===== src/rtl/button_press_decoder.sv =====
// button_press_decoder: synchronizes and debounces an active-low pushbutton, then reports
// its debounced level, a short-press pulse on release, a long-press pulse, and a held flag.
module button_press_decoder #(
  parameter int DEBOUNCE_CYCLES = 270000,
  parameter int LONG_CYCLES     = 27000000
) (
  input  logic clk,
  input  logic rst,
  input  logic btn_raw,
  output logic btn_level,
  output logic press_pulse,
  output logic long_pulse,
  output logic held
);
  localparam int DW = $clog2(DEBOUNCE_CYCLES);
  localparam int HW = $clog2(LONG_CYCLES);
  localparam logic [DW-1:0] DEB_MAX  = DW'(DEBOUNCE_CYCLES - 1);
  localparam logic [HW-1:0] HOLD_MAX = HW'(LONG_CYCLES - 1);
  typedef enum logic [2:0] {IDLE, DEB_PRESS, PRESSED, LONG_HELD, DEB_RELEASE} state_t;
  state_t state, state_n;
  logic [1:0] sync;
  logic [DW-1:0] deb_cnt, deb_n;
  logic [HW-1:0] hold_cnt, hold_n;
  logic origin_long, origin_n, press_n, long_n, btn_act;
  assign btn_act = ~sync[1];
  always_comb begin
    state_n  = state;
    deb_n    = deb_cnt;
    hold_n   = hold_cnt;
    origin_n = origin_long;
    press_n  = 1'b0;
    long_n   = 1'b0;
    case (state)
      IDLE: if (btn_act) begin
        state_n = DEB_PRESS;
        deb_n   = '0;
      end
      DEB_PRESS: if (!btn_act) state_n = IDLE;
        else if (deb_cnt == DEB_MAX) begin
          state_n = PRESSED;
          hold_n  = '0;
        end else deb_n = deb_cnt + 1'b1;
      PRESSED: if (!btn_act) begin
          state_n  = DEB_RELEASE;
          deb_n    = '0;
          origin_n = 1'b0;
        end else if (hold_cnt == HOLD_MAX) begin
          state_n = LONG_HELD;
          long_n  = 1'b1;
        end else hold_n = hold_cnt + 1'b1;
      LONG_HELD: if (!btn_act) begin
        state_n  = DEB_RELEASE;
        deb_n    = '0;
        origin_n = 1'b1;
      end
      DEB_RELEASE: if (btn_act) begin
          state_n = origin_long ? LONG_HELD : PRESSED;
          deb_n   = '0;
        end else if (deb_cnt == DEB_MAX) begin
          state_n = IDLE;
          press_n = !origin_long;
        end else deb_n = deb_cnt + 1'b1;
      default: state_n = IDLE;
    endcase
  end
  // Outputs are registered from the next-state decode so they align with the state change.
  always_ff @(posedge clk or negedge rst) begin
    if (!rst) begin
      sync        <= 2'b11;
      state       <= IDLE;
      deb_cnt     <= '0;
      hold_cnt    <= '0;
      origin_long <= 1'b0;
      btn_level   <= 1'b0;
      press_pulse <= 1'b0;
      long_pulse  <= 1'b0;
      held        <= 1'b0;
    end else begin
      sync        <= {sync[0], btn_raw};
      state       <= state_n;
      deb_cnt     <= deb_n;
      hold_cnt    <= hold_n;
      origin_long <= origin_n;
      btn_level   <= state_n inside {PRESSED, LONG_HELD, DEB_RELEASE};
      press_pulse <= press_n;
      long_pulse  <= long_n;
      held        <= state_n == LONG_HELD || (state_n == DEB_RELEASE && origin_n);
    end
  end
endmodule


===== config.mk =====
export PLATFORM = sky130hd
export DESIGN_NAME = button_press_decoder
export DESIGN_NICKNAME = d
export VERILOG_FILES = /design/src/rtl/button_press_decoder.sv
export SDC_FILE = /design/constraint.sdc
export NUM_CORES = 1
export LEC_CHECK = 0
export BUFFER_PORTS_ARGS = -buffer_cell sky130_fd_sc_hd__buf_2
export CAP_MARGIN = 5
export CORE_AREA = 2 2 87 97
export CTS_BUF_LIST = sky130_fd_sc_hd__clkbuf_16
export DETAILED_ROUTE_END_ITERATION = 8
export DIE_AREA = 0 0 89 99
export PLACE_DENSITY = 0.53
export SYNTH_ARGS = -nofsm -noshare
export SYNTH_HDL_FRONTEND = slang
export SYNTH_SLANG_ARGS = --single-unit
export TNS_END_PERCENT = 50

===== constraint.sdc =====
create_clock -name clk -period 1.8 [get_ports clk]
set_input_delay 0.09 -clock clk [delete_from_list [all_inputs] [get_ports clk]]
set_output_delay 0.09 -clock clk [all_outputs]
set_load 0.01 [all_outputs]

==> flow_metrics.env <==
export IMPL_grtUsageTotal=0.199
export IMPL_leakage_nw=1.95
export IMPL_period_share=1.07
export IMPL_cp_data_required_time_ps=1990
export IMPL_ir_worst_vdd_v=0.000393
export IMPL_switchingPower_mw=0.579
export IMPL_vias=2920
export IMPL_p_int_mw=1.85
export IMPL_finalHoldViolations=0
export IMPL_io_pins=7
export IMPL_comb_power_share=0.086
export IMPL_synth_nets=336
export IMPL_rsz0062_at_grt="true"
export IMPL_die_area_sq_um=8810
export IMPL_skew_ps=9.28
export IMPL_setup_viol=23
export IMPL_worstMarginPinSlew_ps=596
export IMPL_cts_buffers=5
export IMPL_p_total_mw=2.43
export IMPL_core_sq_um=7830
export IMPL_insertion_delay_ps=290
export IMPL_die_x_microns=89
export IMPL_slew_limit_headroom=0.603
export IMPL_path_max_fanout=4
export IMPL_yosys_area_top_type="dfrtp_1"
export IMPL_violations="negative setup slack"
export IMPL_final_antenna_net_count=0
export IMPL_synthTopCellsByCount="52 x dfrtp_1, 34 x nor2_1, 25 x nand2_1, 23 x nand3_1, 19 x nand4_1"
export IMPL_dr_pass1_iters=4
export IMPL_grt_antenna_before_repair=0
export IMPL_drtIter0Drc=104
export IMPL_grt_remaining_overflow=0
export IMPL_cts_sinks=54
export IMPL_cts_tree="yes"
export IMPL_synthArstFlopShare=1.00
export IMPL_drc=0
export IMPL_power_frac_seq=0.526
export IMPL_critPathKind="flip-flop to flip-flop"
export IMPL_synthTopCellsByArea="dfrtp_1 43%, nor2_1 4.2%, xor2_1 4.0%, nand4_1 3.9%, nand3_1 3.8%"
export IMPL_clkTransAtPathRegs_ps=70
export IMPL_cp_arrival_ps=2120
export IMPL_reg2regPathDepth=7
export IMPL_place_worst_setup_slack_ps=-139
export IMPL_end_kind="flip-flop"
export IMPL_report_final_slew_viol_count=0
export IMPL_synth_top_area_share=0.427
export IMPL_yosysWarnings=0
export IMPL_first_global_vias=2971
export IMPL_fp_dieH_microns=99
export IMPL_yosysMostFrequentCell="dfrtp_1"
export IMPL_drive_above_1_share=0.391
export IMPL_wl_per_cell_microns=15.6
export IMPL_yosysSeqAreaShare=0.444
export IMPL_cts_htree_levels=2
export IMPL_syn_inst=331
export IMPL_avgSynthCellArea_sq_um=9.21
export IMPL_portBuffers=6
export IMPL_post_route_worst_setup_slack_ps=-133
export IMPL_wirelength_mm=8.50
export IMPL_hold_class="input port to async pin"
export IMPL_synth_edf_count=0
export IMPL_grt_max_degree=31
export IMPL_drv_cap=0
export IMPL_synth_flop_cell="dfrtp_1"
export IMPL_viasPerCell=5.36
export IMPL_area_growth_pct=43.8
export IMPL_place_gp_congestion=0.862
export IMPL_initial_core_util=0.390
export IMPL_nFillCells=734
export IMPL_clockBufferDepth=2
export IMPL_ys_ff_latch=54
export IMPL_grt_pass1_wl_mm=14.0
export IMPL_root_buffer="clkbuf_16"
export IMPL_power_density_nw_per_um2=555
export IMPL_clockPowerShare=0.389
export IMPL_clock_fmax_mhz=517
export IMPL_fin_crit_ps=1930
export IMPL_start_kind="flip-flop"
export IMPL_antenna_diode_count=0
export IMPL_synth_distinct_cells=53
export IMPL_fin_nets=441
export IMPL_swShare=0.238
export IMPL_status="finished with violations"
export IMPL_dp_hpwl_mm=6.28
export IMPL_num_rows=34
export IMPL_netlist_area_sq_um=3050
## metrics by stage
stage / instances / util / instance area [sq um] / hold slack (ps) / TNS (ps)
after floorplan: 331 / - / 3080 / -206 / -182
after global placement: 520 / 0.494 / 3860 / 124 / -2220
after detailed placement: 520 / 0.494 / 3860 / 126 / -2090
after CTS: 534 / 0.525 / 4110 / 358 / -785
after global routing: 545 / 0.560 / 4380 / 365 / -3740
final: 545 / 0.560 / 4380 / 337 / -1130
## repair_timing
| action | CTS | global route |
|---|---|---|
| hold buffers | 2 | 0 |
| cloned | 0 | 2 |
| resized for setup | 13 | 48 |
| pin swaps | 7 | 31 |
| setup endpoints to repair | 45 | 43 |
| setup buffers | 4 | 9 |
| endpoints found under the hold margin | 23 | 0 |
## path summary, 6_finish.rpt
| kind | startpoint | endpoint | slack [ps] |
|---|---|---|---|
| setup reg to reg | hold_cnt[0]$_DFFE_PN0P_ | held$_DFF_PN0_ | -130 |
| max in group asynchronous | rst | deb_cnt[13]$_DFFE_PN0P_ | 880 |
| setup / recovery | hold_cnt[0]$_DFFE_PN0P_ | held$_DFF_PN0_ | -130 |
| hold reg to reg | sync[0]$_DFF_PN1_ | sync[1]$_DFF_PN1_ | 360 |
| hold / removal | rst | hold_cnt[19]$_DFFE_PN0P_ | 340 |
| min in group clk | sync[0]$_DFF_PN1_ | sync[1]$_DFF_PN1_ | 360 |
## cells in the final DEF (no fill, tap or decap), types with 3 or more instances in the layout
cell type and n:
nand2b_1 4, or3_1 9, xor2_1 14, nand4_1 19, o211ai_1 11, o31ai_1 5
nand3_1 18, nand2_1 24, mux2i_1 5, nand3_2 4, nand3b_1 3, inv_1 6
clkbuf_16 5, or4_1 7, and3_1 7, nor3_2 3, o21ai_4 3, o21ai_0 12
buf_6 11, buf_4 90, o2bb2ai_1 3, nor4b_2 6, nor2_1 31, dfrtp_1 50
a21oi_2 9, buf_2 8, a21oi_1 7
## sequential cells by signal, indices dropped and copies added (netlist names)
| register | flops |
|---|---|
| state | 3 |
| held | 1 |
| btn_level | 1 |
| origin_long | 1 |
| press_pulse | 1 |
| hold_cnt | 25 |
| sync | 2 |
| long_pulse | 1 |
| deb_cnt | 19 |
## metal layers
| metal | vias to the layer above | track usage | share of wire |
|---|---|---|---|
| li1 | 1449 | - | - |
| met1 | 1427 | 0.261 | 0.45 |
| met4 | 0 | 0.0494 | 0.0099 |
| met5 | - | 0 | 0 |
| met3 | 6 | 0.0310 | 0.026 |
| met2 | 38 | 0.342 | 0.51 |
## power groups by stage
| stage | registers, mW | clock network [mW] | logic [mW] |
|---|---|---|---|
| floorplan | 1.30 | 0 | 0.0868 |
| global placement | 1.30 | 0 | 0.192 |
| detailed placement | 1.30 | 0 | 0.196 |
| CTS | 1.28 | 0.975 | 0.204 |
| global route | 1.28 | 1.02 | 0.242 |
| finish | 1.28 | 0.945 | 0.208 |
## worst max-delay path, stage by stage, from the launching register on
cell     delay [ps]
dfrtp_1         360
ha_2            210
nand2_4          70
or4_4           550
nor3_4          210
buf_4           160
a21oi_2          40
o32ai_1         230
## cell families (layout without fill, tap and decap cells)
group / count (synthesis) / in the layout / share of synthesized area
xor gates and xnor gates: 15 / 15 / 0.0431
DFF: 54 / 54 / 0.444
and+or+nand+nor: 170 / 170 / 0.323
muxes: 6 / 6 / 0.0201
adders and majority gates: 2 / 2 / 0.00821
buffers and inverters: 20 / 126 / 0.0295
AOI/OAI and AO/OA: 64 / 64 / 0.133
## cell type report
cell class	instances	area (sq um)	area share
tap	108	135	0.0308
sequential	54	1360	0.309
timing repair buffer	113	900	0.205
clock inverter	3	12.5	0.00285
multi-input combinational	257	1840	0.419
clock buffer	5	125	0.0285
inverter	5	18.8	0.00428
Note: power is estimated with default switching activity, not from simulation.
